==> src/rtl/serial_frame_tx_pkg.sv <==
// Shared field widths, line idle level and transmitter state encoding.
// Also consumed by the downstream receiver datapath, so keep encodings stable.
package serial_frame_tx_pkg;

    localparam int PORT_W = 2;
    localparam int LEN_W  = 4;
    localparam int DATA_W = 15;

    localparam logic IDLE_LEVEL = 1'b1;

    typedef enum logic [2:0] {
        IDLE  = 3'd0,
        START = 3'd1,
        PORT  = 3'd2,
        LEN   = 3'd3,
        DATA  = 3'd4,
        FIN   = 3'd5
    } tx_state_t;

endpackage

==> src/rtl/serial_frame_tx_if.sv <==
// Request/status bundle between a frame source and the serial transmitter.
// The transmitter takes the slave view; the requester drives through master.
interface serial_frame_tx_if;
    import serial_frame_tx_pkg::*;

    logic              clkEn;
    logic              start;
    logic [PORT_W-1:0] portNum;
    logic [LEN_W-1:0]  dataLen;
    logic [DATA_W-1:0] dataIn;
    logic              serOut;
    logic              busy;
    logic              done;
    logic [LEN_W-1:0]  bitsLeft;

    modport slave (
        input  clkEn, start, portNum, dataLen, dataIn,
        output serOut, busy, done, bitsLeft
    );

    modport master (
        output clkEn, start, portNum, dataLen, dataIn,
        input  serOut, busy, done, bitsLeft
    );

endinterface

==> src/rtl/serial_frame_tx_shreg.sv <==
// frame_shreg: parallel-load, enable-gated shift register; o_head is the next bit to send.
// Zeros fill behind the shifted bits; load wins over shift, reset wins over both.
module frame_shreg #(
    parameter int WIDTH     = 4,
    parameter bit MSB_FIRST = 1'b1
) (
    input  logic             clk,
    input  logic             rst,
    input  logic             i_load,
    input  logic [WIDTH-1:0] i_load_dat,
    input  logic             i_shift,
    output logic             o_head
);

    logic [WIDTH-1:0] r_q;

    always_ff @(posedge clk) begin
        if (rst) begin
            r_q <= '0;
        end else if (i_load) begin
            r_q <= i_load_dat;
        end else if (i_shift) begin
            if (MSB_FIRST) begin
                r_q <= {r_q[WIDTH-2:0], 1'b0};
            end else begin
                r_q <= {1'b0, r_q[WIDTH-1:1]};
            end
        end
    end

    assign o_head = MSB_FIRST ? r_q[WIDTH-1] : r_q[0];

endmodule

==> src/rtl/serial_frame_tx.sv <==
// Serial frame transmitter: start bit, port (MSB first), length (MSB first), payload (LSB first).
// One bit per clkEn edge; the done pulse in FIN is one plain clk wide and ignores clkEn.
module serial_frame_tx
    import serial_frame_tx_pkg::*;
(
    input  logic             clk,
    input  logic             rst,
    serial_frame_tx_if.slave bus
);

    tx_state_t        r_state;
    logic [1:0]       r_cnt;
    logic [LEN_W-1:0] r_len;
    logic             r_ser;
    logic             r_busy;
    logic             r_done;
    logic [LEN_W-1:0] r_bits;

    logic w_en;
    logic w_accept;
    logic w_port_head;
    logic w_len_head;
    logic w_data_head;
    logic w_port_sh;
    logic w_len_sh;
    logic w_data_sh;

    assign w_en     = bus.clkEn;
    assign w_accept = (r_state == IDLE) && w_en && bus.start;

    // Each field register shifts on the same edge that puts its head bit on the line.
    assign w_port_sh = w_en && ((r_state == START) || (r_state == PORT && r_cnt != 2'd0));
    assign w_len_sh  = w_en && ((r_state == PORT && r_cnt == 2'd0) ||
                                (r_state == LEN && r_cnt != 2'd0));
    assign w_data_sh = w_en && ((r_state == LEN && r_cnt == 2'd0 && r_len != '0) ||
                                (r_state == DATA && r_bits != 4'd1));

    frame_shreg #(.WIDTH(PORT_W), .MSB_FIRST(1'b1)) u_port_sr (
        .clk        (clk),
        .rst        (rst),
        .i_load     (w_accept),
        .i_load_dat (bus.portNum),
        .i_shift    (w_port_sh),
        .o_head     (w_port_head)
    );

    frame_shreg #(.WIDTH(LEN_W), .MSB_FIRST(1'b1)) u_len_sr (
        .clk        (clk),
        .rst        (rst),
        .i_load     (w_accept),
        .i_load_dat (bus.dataLen),
        .i_shift    (w_len_sh),
        .o_head     (w_len_head)
    );

    frame_shreg #(.WIDTH(DATA_W), .MSB_FIRST(1'b0)) u_data_sr (
        .clk        (clk),
        .rst        (rst),
        .i_load     (w_accept),
        .i_load_dat (bus.dataIn),
        .i_shift    (w_data_sh),
        .o_head     (w_data_head)
    );

    always_ff @(posedge clk) begin
        if (rst) begin
            r_state <= IDLE;
            r_cnt   <= 2'd0;
            r_len   <= '0;
            r_ser   <= IDLE_LEVEL;
            r_busy  <= 1'b0;
            r_done  <= 1'b0;
            r_bits  <= '0;
        end else begin
            r_done <= 1'b0;
            case (r_state)
                IDLE: begin
                    if (w_accept) begin
                        r_state <= START;
                        r_len   <= bus.dataLen;
                        r_ser   <= 1'b0;
                        r_busy  <= 1'b1;
                    end
                end
                START: begin
                    if (w_en) begin
                        r_state <= PORT;
                        r_cnt   <= 2'(PORT_W - 1);
                        r_ser   <= w_port_head;
                    end
                end
                PORT: begin
                    if (w_en) begin
                        if (r_cnt != 2'd0) begin
                            r_cnt <= r_cnt - 2'd1;
                            r_ser <= w_port_head;
                        end else begin
                            r_state <= LEN;
                            r_cnt   <= 2'(LEN_W - 1);
                            r_ser   <= w_len_head;
                        end
                    end
                end
                LEN: begin
                    if (w_en) begin
                        if (r_cnt != 2'd0) begin
                            r_cnt <= r_cnt - 2'd1;
                            r_ser <= w_len_head;
                        end else if (r_len != '0) begin
                            r_state <= DATA;
                            r_ser   <= w_data_head;
                            r_bits  <= r_len;
                        end else begin
                            r_state <= FIN;
                            r_ser   <= IDLE_LEVEL;
                            r_busy  <= 1'b0;
                            r_done  <= 1'b1;
                        end
                    end
                end
                DATA: begin
                    if (w_en) begin
                        r_bits <= r_bits - 4'd1;
                        if (r_bits == 4'd1) begin
                            r_state <= FIN;
                            r_ser   <= IDLE_LEVEL;
                            r_busy  <= 1'b0;
                            r_done  <= 1'b1;
                        end else begin
                            r_ser <= w_data_head;
                        end
                    end
                end
                FIN: begin
                    r_state <= IDLE;
                end
                default: begin
                    r_state <= IDLE;
                end
            endcase
        end
    end

    assign bus.serOut   = r_ser;
    assign bus.busy     = r_busy;
    assign bus.done     = r_done;
    assign bus.bitsLeft = r_bits;

endmodule

==> src/flat_wrapper.sv <==
// flat-port wrapper written by rule: the top's interface ports become plain ports
module serial_frame_tx_flat import serial_frame_tx_pkg::*;
  (clk, rst, bus_clkEn, bus_start, bus_portNum, bus_dataLen, bus_dataIn, bus_serOut, bus_busy, bus_done, bus_bitsLeft);
  serial_frame_tx_if bus_i ();
  input  logic clk;
  input  logic rst;
  input wire logic [$bits(bus_i.clkEn)-1:0] bus_clkEn;
  input wire logic [$bits(bus_i.start)-1:0] bus_start;
  input wire logic [$bits(bus_i.portNum)-1:0] bus_portNum;
  input wire logic [$bits(bus_i.dataLen)-1:0] bus_dataLen;
  input wire logic [$bits(bus_i.dataIn)-1:0] bus_dataIn;
  output wire logic [$bits(bus_i.serOut)-1:0] bus_serOut;
  output wire logic [$bits(bus_i.busy)-1:0] bus_busy;
  output wire logic [$bits(bus_i.done)-1:0] bus_done;
  output wire logic [$bits(bus_i.bitsLeft)-1:0] bus_bitsLeft;
  assign bus_i.clkEn = bus_clkEn;
  assign bus_i.start = bus_start;
  assign bus_i.portNum = bus_portNum;
  assign bus_i.dataLen = bus_dataLen;
  assign bus_i.dataIn = bus_dataIn;
  assign bus_serOut = bus_i.serOut;
  assign bus_busy = bus_i.busy;
  assign bus_done = bus_i.done;
  assign bus_bitsLeft = bus_i.bitsLeft;
  serial_frame_tx u_core (.clk(clk), .rst(rst), .bus(bus_i));
endmodule
==> config.mk <==
export PLATFORM = sky130hd
export DESIGN_NAME = serial_frame_tx_flat
export DESIGN_NICKNAME = d
export VERILOG_FILES = /design/src/rtl/serial_frame_tx_pkg.sv /design/src/rtl/serial_frame_tx_if.sv /design/src/rtl/serial_frame_tx_shreg.sv /design/src/rtl/serial_frame_tx.sv /design/src/flat_wrapper.sv
export SDC_FILE = /design/constraint.sdc
export NUM_CORES = 1
export LEC_CHECK = 0
export BUFFER_PORTS_ARGS = -buffer_cell sky130_fd_sc_hd__clkbuf_2
export CAP_MARGIN = 20
export CELL_PAD_IN_SITES_DETAIL_PLACEMENT = 2
export CELL_PAD_IN_SITES_GLOBAL_PLACEMENT = 2
export CORE_ASPECT_RATIO = 0.9
export CORE_MARGIN = 2
export CORE_UTILIZATION = 36
export CTS_CLUSTER_DIAMETER = 80
export DETAILED_ROUTE_END_ITERATION = 16
export GPL_ROUTABILITY_DRIVEN = 0
export PLACE_DENSITY_LB_ADDON = 0.1
export REMOVE_ABC_BUFFERS = 1
export SLEW_MARGIN = 20
export SYNTH_ARGS = -nofsm -noshare
export SYNTH_HDL_FRONTEND = slang
export SYNTH_HIERARCHICAL = 1
export SYNTH_SLANG_ARGS = --single-unit
==> constraint.sdc <==
create_clock -name clk -period 4.3 [get_ports clk]
set_input_delay 0.86 -clock clk [delete_from_list [all_inputs] [get_ports clk]]
set_output_delay 0.86 -clock clk [all_outputs]
set_load 0.01 [all_outputs]
### Yosys cells after proc, flatten, opt, wreduce, memory -nomap -nowiden

Cells that the tools add are included.

| storage, ports and cells | value |
|---|---|
| register bits after elaboration | 37 |
| input port bits | 25 |

| cells by class | value |
|---|---|
| equal/unequal tests | 17 |
| reduce and logical (&&, ||, !) cells | 31 |
| $add $sub $neg | 2 |
| mux-type cells | 50 |

Operator list:

| kind | number |
|---|---|
| 15-bit 2-to-1 mux | 2 |
| 3-bit 2-to-1 mux | 8 |
| 4-bit 2-to-1 mux | 6 |
| 2-bit != test, second input constant | 11 |
| 1-bit 2-to-1 mux | 21 |
| 3-bit case mux with 5 select lines | 1 |
| 2-bit 2-to-1 mux | 7 |
| 1-bit logical AND | 11 |
| 5-bit AND reduction | 2 |
| 2-bit nonzero test | 5 |
| 4-bit case mux with 2 select lines | 1 |
| 8-bit AND reduction | 1 |
| 7-bit AND reduction | 1 |
| 3-bit by 2-bit equality test with 1-bit output, second input constant | 2 |
| 2-bit case mux with 3 select lines | 1 |
| 6-bit AND reduction | 1 |
| 3-bit nonzero test | 2 |
| 1-bit case mux with 5 select lines | 1 |
| 5-bit nonzero test | 1 |
| 4-bit by 1-bit equality test with 1-bit output, second input constant | 1 |
| 4-bit by 1-bit != test with 1-bit output, second input constant | 1 |
| 4-bit nonzero test | 1 |
| 4-bit by 1-bit subtractor with 4-bit output, second input constant | 1 |
| 3-bit by 1-bit equality test with 1-bit output, second input constant | 1 |
| other kinds (8) | 10 |

### Depth between registers and ports, before layout

Gate-level depths: netlist of run 1.

| depth | value |
|---|---|
| depth in word-level cells | 7 |
| depth in mapped cells | 10 |
| mapped depth without buffers | 7 |

### By module

The synthesis of run 1 kept the hierarchy.

By module, submodules not included:

| module | cells each | area each (um^2) | instances |
|---|---|---|---|
| serial_frame_tx | 131 | 997.2 | 1 |
| frame_shreg (u_core.u_data_sr) | 66 | 714.4 | 1 |
| frame_shreg (u_core.u_len_sr) | 17 | 172.7 | 1 |
| frame_shreg (u_core.u_port_sr) | 9 | 87.6 | 1 |

### Least setup slack after synthesis of run 1

OpenSTA, ideal clock, no wires.

| timing path | value |
|---|---|
| path kind | input port to flip-flop |
| start point | in bus_clkEn |
| end point | reg u_core.u_data_sr.r_q[3] |
| buffers on the path | 1 |
| arrival | 1.962 ns |
| library setup time | 0.126 ns |
| stages | 6 |
| slack | 2.212 ns |
| path through | nor2b_1 > nand3_1 > inv_2 > clkbuf_1 > nor2b_1 > a211oi_2 |

| between the ends | value |
|---|---|
| word-level cells in the longest chain between the ends | 3 |

Ends and longest elaborated chain:

| what | RTL line | text |
|---|---|---|
| from (decl) | flat_wrapper.sv:7 | `input wire logic [$bits(bus_i.clkEn)-1:0] bus_clkEn;` |
| 1-bit logical AND (*) (2 in a row) | serial_frame_tx.sv:29 | `assign w_accept = (r_state == IDLE) && w_en && bus.start;` |
| net u_core.w_accept | serial_frame_tx.sv:20 | `logic w_accept;` |
| 15-bit 2-to-1 mux / 2-bit nonzero test (equally long branches) | n/a |  |
| to (signal assigned) | serial_frame_tx_shreg.sv:21 | `r_q <= i_load_dat;` |
| to (signal assigned) | serial_frame_tx_shreg.sv:24 | `r_q <= {r_q[WIDTH-2:0], 1'b0};` |
| to (signal assigned) | serial_frame_tx_shreg.sv:26 | `r_q <= {1'b0, r_q[WIDTH-1:1]};` |
| to (decl) | serial_frame_tx_shreg.sv:15 | `logic [WIDTH-1:0] r_q;` |

Mark *: on every way through the listed nets, which the timed path passes. The rest lies on a longest branch.
A chain may end at the register's enable or synchronous reset.

### Worst setup path after layout of run 1

| timing path | value |
|---|---|
| start point | reg u_core.r_cnt[0] |
| end point | reg u_core.u_data_sr.r_q[6] |

| between the ends | value |
|---|---|
| word-level cells in the longest chain between the ends | 6 |

Ends and longest elaborated chain:

| what | RTL line | text |
|---|---|---|
| from (decl) | serial_frame_tx.sv:12 | `logic [1:0] r_cnt;` |
| from (signal assigned) | serial_frame_tx.sv:88 | `r_cnt <= 2'(PORT_W - 1);` |
| from (signal assigned) | serial_frame_tx.sv:95 | `r_cnt <= r_cnt - 2'd1;` |
| from (signal assigned) | serial_frame_tx.sv:99 | `r_cnt <= 2'(LEN_W - 1);` |
| 2-bit zero test | serial_frame_tx.sv:35 | `assign w_data_sh = w_en && ((r_state == LEN && r_cnt == 2'd0 && r_len != '0) \|\|` |
| 1-bit logical AND (2 in a row) | serial_frame_tx.sv:35 |  |
| 1-bit logical OR | serial_frame_tx.sv:35 |  |
| 1-bit logical AND | serial_frame_tx.sv:35 |  |
| net u_core.w_data_sh | serial_frame_tx.sv:26 | `logic w_data_sh;` |
| 2-bit nonzero test (no source line) | n/a |  |

The timed path passes the listed nets, and every way through them passes these cells.

==> results of run 1 <==
==> metrics by stage <==
| step | instances | instance area (µm²) | hold slack [ps] |
|---|---|---|---|
| 4_1_cts | 315 | 2230 | 489 |
| 5_1_grt | 315 | 2230 | 522 |
| 3_3_place_gp | 307 | 2120 | 472 |
| 2_1_floorplan | 209 | 1880 | 448 |
| 3_5_place_dp | 307 | 2120 | 477 |
| 6_report | 315 | 2230 | 485 |
==> power groups by stage <==
stage / combinational [mW] / clock [mW] / sequential, mW
2_1_floorplan: 0.0723 / 0 / 0.387
4_1_cts: 0.113 / 0.327 / 0.386
3_3_place_gp: 0.110 / 0 / 0.392
6_report: 0.111 / 0.315 / 0.385
5_1_grt: 0.126 / 0.341 / 0.389
3_5_place_dp: 0.112 / 0 / 0.394
==> cells by family after synthesis <==
kind of cell,count (synthesis),share of synthesized area (%)
AOI/OAI and AO/OA,63,21.6
xor gates and xnor gates,1,0.444
adders and majority gates,3,1.90
buffers and inverters,26,6.98
DFF,37,37.6
muxes,19,9.64
and+or+nand+nor,74,21.9
==> flip-flops by register name, summed over array words and instances, names as in the netlist <==
register / flops
u_core/u_data_sr/r_q: 15
u_core/r_state: 3
u_core/u_len_sr/r_q: 4
u_core/r_len: 4
u_core/bus.busy: 1
u_core/bus.bitsLeft: 4
u_core/r_cnt: 2
u_core/bus.done: 1
u_core/u_port_sr/r_q: 2
u_core/bus.serOut: 1
==> synthesized netlist by cell type, types with 2 or more instances <==
cell	instances
sky130_fd_sc_hd__o21ai_0	3
sky130_fd_sc_hd__nand4_1	2
sky130_fd_sc_hd__a211oi_2	3
sky130_fd_sc_hd__mux2i_1	19
sky130_fd_sc_hd__buf_2	4
sky130_fd_sc_hd__a21oi_1	20
sky130_fd_sc_hd__or3b_1	4
sky130_fd_sc_hd__ha_1	3
sky130_fd_sc_hd__a211oi_1	16
sky130_fd_sc_hd__o21ai_1	5
sky130_fd_sc_hd__nand2_1	20
sky130_fd_sc_hd__and3_1	2
sky130_fd_sc_hd__nor3b_1	2
sky130_fd_sc_hd__nor2b_1	18
sky130_fd_sc_hd__dfxtp_1	37
sky130_fd_sc_hd__clkbuf_1	5
sky130_fd_sc_hd__o22ai_1	2
sky130_fd_sc_hd__nor2_1	9
sky130_fd_sc_hd__nand3b_1	2
sky130_fd_sc_hd__inv_1	11
sky130_fd_sc_hd__nor3b_2	2
sky130_fd_sc_hd__buf_6	2
==> final cells by class <==
type	count	area share [%]
Tap cell	67	3.75
Timing Repair Buffer	31	6.94
Sequential cell	37	33.1
Multi-Input combinational cell	160	48.9
Inverter	12	2.02
Clock inverter	1	1.34
Clock buffer	7	3.86
==> path summary, 6_finish.rpt <==
kind / start / endpoint / slack (ps) / cells after the start
worst min-delay path: u_core/bus.busy / u_core/bus.busy / 480 / 2
worst min register to register: u_core/bus.busy / u_core/bus.busy / 480 / 2
worst max register to register: u_core/r_cnt[0] / u_core/u_data_sr/r_q[6] / 1640 / 7
worst max-delay path: u_core/r_cnt[0] / u_core/u_data_sr/r_q[6] / 1640 / 7
==> per-layer routing <==
layer / up-vias / track usage, % / part of all wire [%] / routed length, µm
met5: - / 0 / 0 / 0
met4: 0 / 6.11 / 1.0 / 53
met3: 5 / 4.00 / 3.0 / 150
met2: 24 / 29.4 / 47 / 2370
met1: 846 / 24.5 / 49 / 2480
li1: 840 / - / - / -
==> worst max-delay path: cells and delay by family (launching register included) <==
kind / cells / cell delay, ps
and+or+nand+nor: 2 / 610
muxes: 1 / 180
adders and majority gates: 1 / 360
AOI/OAI and AO/OA: 2 / 970
DFF: 1 / 340
buffers and inverters: 1 / 80
==> impl_metrics.xml, run 1 <==
<?xml version="1.0" encoding="UTF-8"?>
<metrics>
  <group name="status">
    <metric name="outcome" unit="">complete, no violations</metric>
  </group>
  <group name="cells_and_area">
    <metric name="fin_util" unit="%">42.5</metric>
    <metric name="layout.area.seq" unit="µm²">741</metric>
    <metric name="design.final.nets" unit="">275</metric>
    <metric name="filler_cell_count" unit="">613</metric>
    <metric name="layout.cells.most_common" unit="">sky130_fd_sc_hd__dfxtp_1</metric>
    <metric name="antenna-diode-count" unit="">0</metric>
    <metric name="layout_common_cells" unit="">sky130_fd_sc_hd__dfxtp_1, sky130_fd_sc_hd__clkbuf_2, sky130_fd_sc_hd__nand2_1, sky130_fd_sc_hd__a21oi_1, sky130_fd_sc_hd__mux2i_1</metric>
    <metric name="multiInputGateArea" unit="µm²">1090</metric>
    <metric name="drive_gt1_share" unit="%">19.4</metric>
    <metric name="areaGrowthSynthToFinish" unit="%">13.3</metric>
  </group>
  <group name="synthesis">
    <metric name="synthArstFlopShare" unit="%">0</metric>
    <metric name="netlist-cell-type-count" unit="">54</metric>
    <metric name="synth_enable_flop_cells" unit="">0</metric>
    <metric name="area_contributors_post_synth" unit="">sky130_fd_sc_hd__dfxtp_1, sky130_fd_sc_hd__mux2i_1, sky130_fd_sc_hd__a211oi_1</metric>
    <metric name="ys_seq_area_share" unit="%">37.6</metric>
    <metric name="synth_top_cell_area_share" unit="%">37.6</metric>
    <metric name="syn-cell-area" unit="µm²">1970</metric>
    <metric name="syn_area_per_cell" unit="µm²">8.84</metric>
    <metric name="synthFlopType" unit="">sky130_fd_sc_hd__dfxtp_1</metric>
    <metric name="yosys_warns" unit="">6</metric>
    <metric name="post_synth_inst_count" unit="">223</metric>
    <metric name="synth_largest_area_cell" unit="">sky130_fd_sc_hd__dfxtp_1</metric>
    <metric name="ys_ff_latch" unit="">37</metric>
  </group>
  <group name="power">
    <metric name="power.static_leakage" unit="nW">0.794</metric>
    <metric name="netSwitchingFraction" unit="%">25.7</metric>
    <metric name="p_comb_share" unit="%">13.7</metric>
    <metric name="switching_power" unit="mW">0.209</metric>
    <metric name="power.clock.fraction" unit="%">38.8</metric>
    <metric name="post_layout_total_power" unit="mW">0.812</metric>
    <metric name="vdd.ir_drop.worst" unit="mV">0.157</metric>
    <metric name="internal-power" unit="mW">0.603</metric>
    <metric name="p_per_area" unit="nW/µm²">363</metric>
    <metric name="seqPwrFrac" unit="%">47.5</metric>
  </group>
  <group name="placement">
    <metric name="place.detailed.hpwl" unit="mm">3.59</metric>
    <metric name="port_buffers" unit="">31</metric>
    <metric name="detailedPlace.worstSlack" unit="ps">1380</metric>
  </group>
  <group name="worst_setup_path">
    <metric name="largest_fanout_on_the_critical_path" unit="">15</metric>
    <metric name="cpPeakStageDelay" unit="ps">700</metric>
    <metric name="worst-setup-path-type" unit="">reg -&gt; reg</metric>
    <metric name="cp-start-kind" unit="">flop</metric>
    <metric name="cell_with_the_largest_stage_delay_on_the_worst_path" unit="">sky130_fd_sc_hd__o21a_1</metric>
    <metric name="worst_setup_path_end_kind" unit="">flop</metric>
    <metric name="worstPathRequired" unit="ps">4490</metric>
    <metric name="worstPathCellList" unit="">inv_1 &gt; ha_1 &gt; and4b_1 &gt; and2b_1 &gt; o21a_1 &gt; mux2i_1 &gt; a211oi_1</metric>
    <metric name="cp_data_arrival_time" unit="ps">2850</metric>
  </group>
  <group name="timing">
    <metric name="rsz0062_at_grt" unit="">no</metric>
    <metric name="worst_pin_slew" unit="ps">855</metric>
    <metric name="final_hold_viol_count" unit="">0</metric>
    <metric name="report.final.setup_viol" unit="">0</metric>
    <metric name="max_freq" unit="GHz">0.376</metric>
    <metric name="period_share" unit="%">61.8</metric>
    <metric name="final-max-slew-violation-count" unit="">0</metric>
    <metric name="skew" unit="ps">3.64</metric>
    <metric name="minimum_period_implied_by_the_final_worst_setup_slack" unit="ps">2660</metric>
    <metric name="setup_ws" unit="ps">1640</metric>
    <metric name="slew-limit-headroom" unit="%">43.0</metric>
    <metric name="totalNegativeSetupSlack" unit="ps">0</metric>
  </group>
  <group name="routing">
    <metric name="wirelength" unit="mm">5.05</metric>
    <metric name="antenna_violating_nets_post_route" unit="">0</metric>
    <metric name="drc_violation_total_after_the_first_tritonroute_iteration" unit="">51</metric>
    <metric name="drt-pass1-iter-count" unit="">4</metric>
    <metric name="post_drt_wl_per_cell" unit="µm">16.0</metric>
    <metric name="drt_drc_violations_left" unit="">0</metric>
    <metric name="avgViaCountPerCell" unit="">5.44</metric>
    <metric name="route.vias.total" unit="">1715</metric>
  </group>
  <group name="floorplan">
    <metric name="floorplan.initialDensity" unit="%">37.5</metric>
    <metric name="die_width" unit="µm">82.0</metric>
    <metric name="ioPinCount" unit="">32</metric>
    <metric name="die-height" unit="µm">74.2</metric>
    <metric name="core.rowCount" unit="">25</metric>
    <metric name="core-area" unit="µm²">5260</metric>
    <metric name="fp.dieArea" unit="µm²">6090</metric>
  </group>
  <group name="min_path">
    <metric name="hold_path.class" unit="">reg -&gt; reg</metric>
  </group>
  <group name="cts">
    <metric name="clock_tree.buffer_depth" unit="">2</metric>
    <metric name="postCtsResizedCells" unit="">0</metric>
    <metric name="tritoncts" unit="">done</metric>
    <metric name="cts_buffers" unit="">5</metric>
    <metric name="cts.reportedPaths.clkPinSlew" unit="ps">80</metric>
    <metric name="clock-sinks" unit="">37</metric>
    <metric name="clockRootBuffer" unit="">sky130_fd_sc_hd__clkbuf_8</metric>
    <metric name="post_cts_hold_buffer_count" unit="">0</metric>
    <metric name="cts_setup_buffers" unit="">0</metric>
    <metric name="worst_skew_pair.late_latency" unit="ps">290</metric>
    <metric name="htreeDepth" unit="">2</metric>
  </group>
  <group name="grt">
    <metric name="antenna_found_initial" unit="">0</metric>
    <metric name="grt_overflow" unit="">0</metric>
    <metric name="grt_pass1_wl" unit="mm">8.37</metric>
    <metric name="grt_start_max_net_pins" unit="">38</metric>
    <metric name="number_of_global_route_vias_before_repair" unit="">1750</metric>
    <metric name="grt_use_total" unit="%">18.3</metric>
  </group>
  <group name="job">
    <metric name="maxCapViolations" unit="">0</metric>
  </group>
</metrics>
Note: power is estimated with default switching activity, not from simulation.
==> inputs of run 2 (changes only) <==
CORE_UTILIZATION = 34   (was 36)
clock period = 2.8 ns   (was 4.3 ns; I/O delays follow)
==> impl_metrics.xml, run 2 (synthesized netlist as in run 1, its figures left out) <==
<?xml version="1.0" encoding="UTF-8"?>
<metrics>
  <group name="worst_setup_path">
    <metric name="cp_data_arrival_time" unit="ps">2710</metric>
    <metric name="largest_fanout_on_the_critical_path" unit="">15</metric>
    <metric name="timing.rr.start" unit="">u_core/r_cnt[0]</metric>
    <metric name="worst-setup-path-type" unit="">reg -&gt; reg</metric>
    <metric name="cpPeakStageDelay" unit="ps">710</metric>
    <metric name="cp-start-kind" unit="">flop</metric>
    <metric name="cp-startpoint" unit="">u_core/r_cnt[0]</metric>
    <metric name="worstPathRequired" unit="ps">2980</metric>
    <metric name="worstPathCellList" unit="">inv_1 &gt; ha_1 &gt; and4b_1 &gt; and2b_1 &gt; o21a_1 &gt; mux2i_1 &gt; a211oi_1</metric>
    <metric name="worst_setup_path_end_kind" unit="">flop</metric>
    <metric name="cell_with_the_largest_stage_delay_on_the_worst_path" unit="">sky130_fd_sc_hd__o21a_1</metric>
  </group>
  <group name="timing">
    <metric name="final-max-slew-violation-count" unit="">0</metric>
    <metric name="setup_ws" unit="ps">270</metric>
    <metric name="totalNegativeSetupSlack" unit="ps">0</metric>
    <metric name="report.final.setup_viol" unit="">0</metric>
    <metric name="period_share" unit="%">90.3</metric>
    <metric name="final_hold_viol_count" unit="">0</metric>
    <metric name="worst_pin_slew" unit="ps">869</metric>
    <metric name="max_freq" unit="GHz">0.395</metric>
    <metric name="slew-limit-headroom" unit="%">42.1</metric>
    <metric name="minimum_period_implied_by_the_final_worst_setup_slack" unit="ps">2530</metric>
    <metric name="skew" unit="ps">3.95</metric>
    <metric name="rsz0062_at_grt" unit="">no</metric>
  </group>
  <group name="cells_and_area">
    <metric name="layout.cells.most_common" unit="">sky130_fd_sc_hd__dfxtp_1</metric>
    <metric name="layout_common_cells" unit="">sky130_fd_sc_hd__dfxtp_1, sky130_fd_sc_hd__clkbuf_2, sky130_fd_sc_hd__nand2_1, sky130_fd_sc_hd__a21oi_1, sky130_fd_sc_hd__mux2i_1</metric>
    <metric name="drive_gt1_share" unit="%">21.3</metric>
    <metric name="largest_register" unit="">u_core/u_data_sr/r_q</metric>
    <metric name="antenna-diode-count" unit="">0</metric>
    <metric name="layout.area.seq" unit="µm²">741</metric>
    <metric name="multiInputGateArea" unit="µm²">1090</metric>
    <metric name="areaGrowthSynthToFinish" unit="%">14.0</metric>
    <metric name="design.final.nets" unit="">282</metric>
    <metric name="largest_register_ff_count" unit="">15</metric>
    <metric name="filler_cell_count" unit="">634</metric>
  </group>
  <group name="grt">
    <metric name="grt_pass1_wl" unit="mm">8.68</metric>
    <metric name="grt_use_total" unit="%">16.7</metric>
    <metric name="antenna_found_initial" unit="">0</metric>
    <metric name="grt_start_max_net_pins" unit="">38</metric>
    <metric name="grt_overflow" unit="">0</metric>
    <metric name="number_of_global_route_vias_before_repair" unit="">1804</metric>
  </group>
  <group name="power">
    <metric name="p_comb_share" unit="%">16.6</metric>
    <metric name="internal-power" unit="mW">0.807</metric>
    <metric name="power.clock.fraction" unit="%">31.0</metric>
    <metric name="power.static_leakage" unit="nW">0.812</metric>
    <metric name="netSwitchingFraction" unit="%">27.9</metric>
    <metric name="vdd.ir_drop.worst" unit="mV">0.182</metric>
    <metric name="p_per_area" unit="nW/µm²">498</metric>
    <metric name="seqPwrFrac" unit="%">52.4</metric>
    <metric name="switching_power" unit="mW">0.312</metric>
  </group>
  <group name="placement">
    <metric name="place.detailed.hpwl" unit="mm">3.64</metric>
    <metric name="detailedPlace.worstSlack" unit="ps">296</metric>
    <metric name="port_buffers" unit="">31</metric>
  </group>
  <group name="routing">
    <metric name="drt-pass1-iter-count" unit="">4</metric>
    <metric name="drc_violation_total_after_the_first_tritonroute_iteration" unit="">49</metric>
    <metric name="drt_drc_violations_left" unit="">0</metric>
    <metric name="route.vias.total" unit="">1723</metric>
    <metric name="antenna_violating_nets_post_route" unit="">0</metric>
    <metric name="wirelength" unit="mm">5.03</metric>
    <metric name="avgViaCountPerCell" unit="">5.33</metric>
    <metric name="post_drt_wl_per_cell" unit="µm">15.6</metric>
  </group>
  <group name="floorplan">
    <metric name="fp.dieArea" unit="µm²">6430</metric>
    <metric name="ioPinCount" unit="">32</metric>
    <metric name="floorplan.initialDensity" unit="%">35.0</metric>
    <metric name="die-height" unit="µm">76.3</metric>
    <metric name="core.rowCount" unit="">26</metric>
    <metric name="core-area" unit="µm²">5630</metric>
    <metric name="die_width" unit="µm">84.3</metric>
  </group>
  <group name="cts">
    <metric name="worst_skew_pair.late_latency" unit="ps">290</metric>
    <metric name="cts_buffers" unit="">5</metric>
    <metric name="cts.reportedPaths.clkPinSlew" unit="ps">70</metric>
    <metric name="postCtsResizedCells" unit="">0</metric>
    <metric name="clockRootBuffer" unit="">sky130_fd_sc_hd__clkbuf_8</metric>
    <metric name="tritoncts" unit="">done</metric>
    <metric name="clock-sinks" unit="">37</metric>
    <metric name="cts_setup_buffers" unit="">0</metric>
    <metric name="post_cts_hold_buffer_count" unit="">0</metric>
    <metric name="htreeDepth" unit="">2</metric>
    <metric name="clock_tree.buffer_depth" unit="">2</metric>
  </group>
  <group name="min_path">
    <metric name="hold_path.class" unit="">reg -&gt; reg</metric>
    <metric name="min_from" unit="">u_core/r_cnt[1]</metric>
  </group>
  <group name="job">
    <metric name="maxCapViolations" unit="">0</metric>
  </group>
  <group name="status">
    <metric name="outcome" unit="">complete, no violations</metric>
  </group>
</metrics>
==> run 2: changes by cell type in the layout (fill, tap and decap cells not counted) <==
cell / previous run / this run
sky130_fd_sc_hd__clkbuf_8: 6 / 5
sky130_fd_sc_hd__bufinv_16: 1 / 0
sky130_fd_sc_hd__clkbuf_1: 1 / 0
sky130_fd_sc_hd__buf_4: 0 / 7
sky130_fd_sc_hd__clkinv_2: 0 / 1
==> run 2: per-stage QoR <==
step                      power [mW]  area, µm²  utilization (%)  cells  hold slack (ps)
after floorplan                0.706       1880                -    209              448
after global placement         0.781       2170             38.6    317              477
final                           1.12       2250             40.0    323              485
after CTS                       1.14       2250             40.0    323              495
after detailed placement       0.786       2170             38.6    317              481
after global routing            1.19       2250             40.0    323              506
==> run 2: path summary, 6_finish.rpt <==
| kind | end | slack [ps] | cells after the start |
|---|---|---|---|
| worst min register to register | u_core/r_cnt[1] | 480 | 2 |
| worst min-delay path | u_core/r_cnt[1] | 480 | 2 |
| worst max-delay path | u_core/u_data_sr/r_q[11] | 270 | 7 |
| worst max register to register | u_core/u_data_sr/r_q[11] | 270 | 7 |
==> run 2: power groups by stage <==
| stage | sequential, mW | clock (mW) | combinational [mW] |
|---|---|---|---|
| after floorplan | 0.595 | 0 | 0.111 |
| after global placement | 0.598 | 0 | 0.183 |
| after detailed placement | 0.599 | 0 | 0.187 |
| after CTS | 0.587 | 0.363 | 0.189 |
| after global routing | 0.591 | 0.388 | 0.209 |
| final | 0.586 | 0.347 | 0.185 |
==> run 2: area by class of cell <==
type / count / share of cell area, %
clock inverters: 1 / 0.223
clock buffers: 5 / 3.06
repair buffers: 38 / 9.24
inverters: 12 / 2.00
flip-flops and latches: 37 / 32.9
well taps: 70 / 3.90
multi-input cells: 160 / 48.6
==> run 2: critical path, delay by kind of cell, from the launching register on <==
kind                       cells  cell delay [ps]
buffers and inverters          1               80
adders and majority gates      1              310
DFF                            1              330
AOI/OAI and AO/OA              2             1000
muxes                          1              160
and+or+nand+nor                2              530
==> run 2: layer usage <==
metal  share of wire [%]  GRT usage, %  wire (µm)  vias to the layer above
li1                    -             -          -                      858
met3                 3.9          3.79        194                        7
met5                   0             0          0                        -
met4                 1.6          5.81         82                        0
met2                  43          24.9       2160                       30
met1                  52          23.8       2600                      828
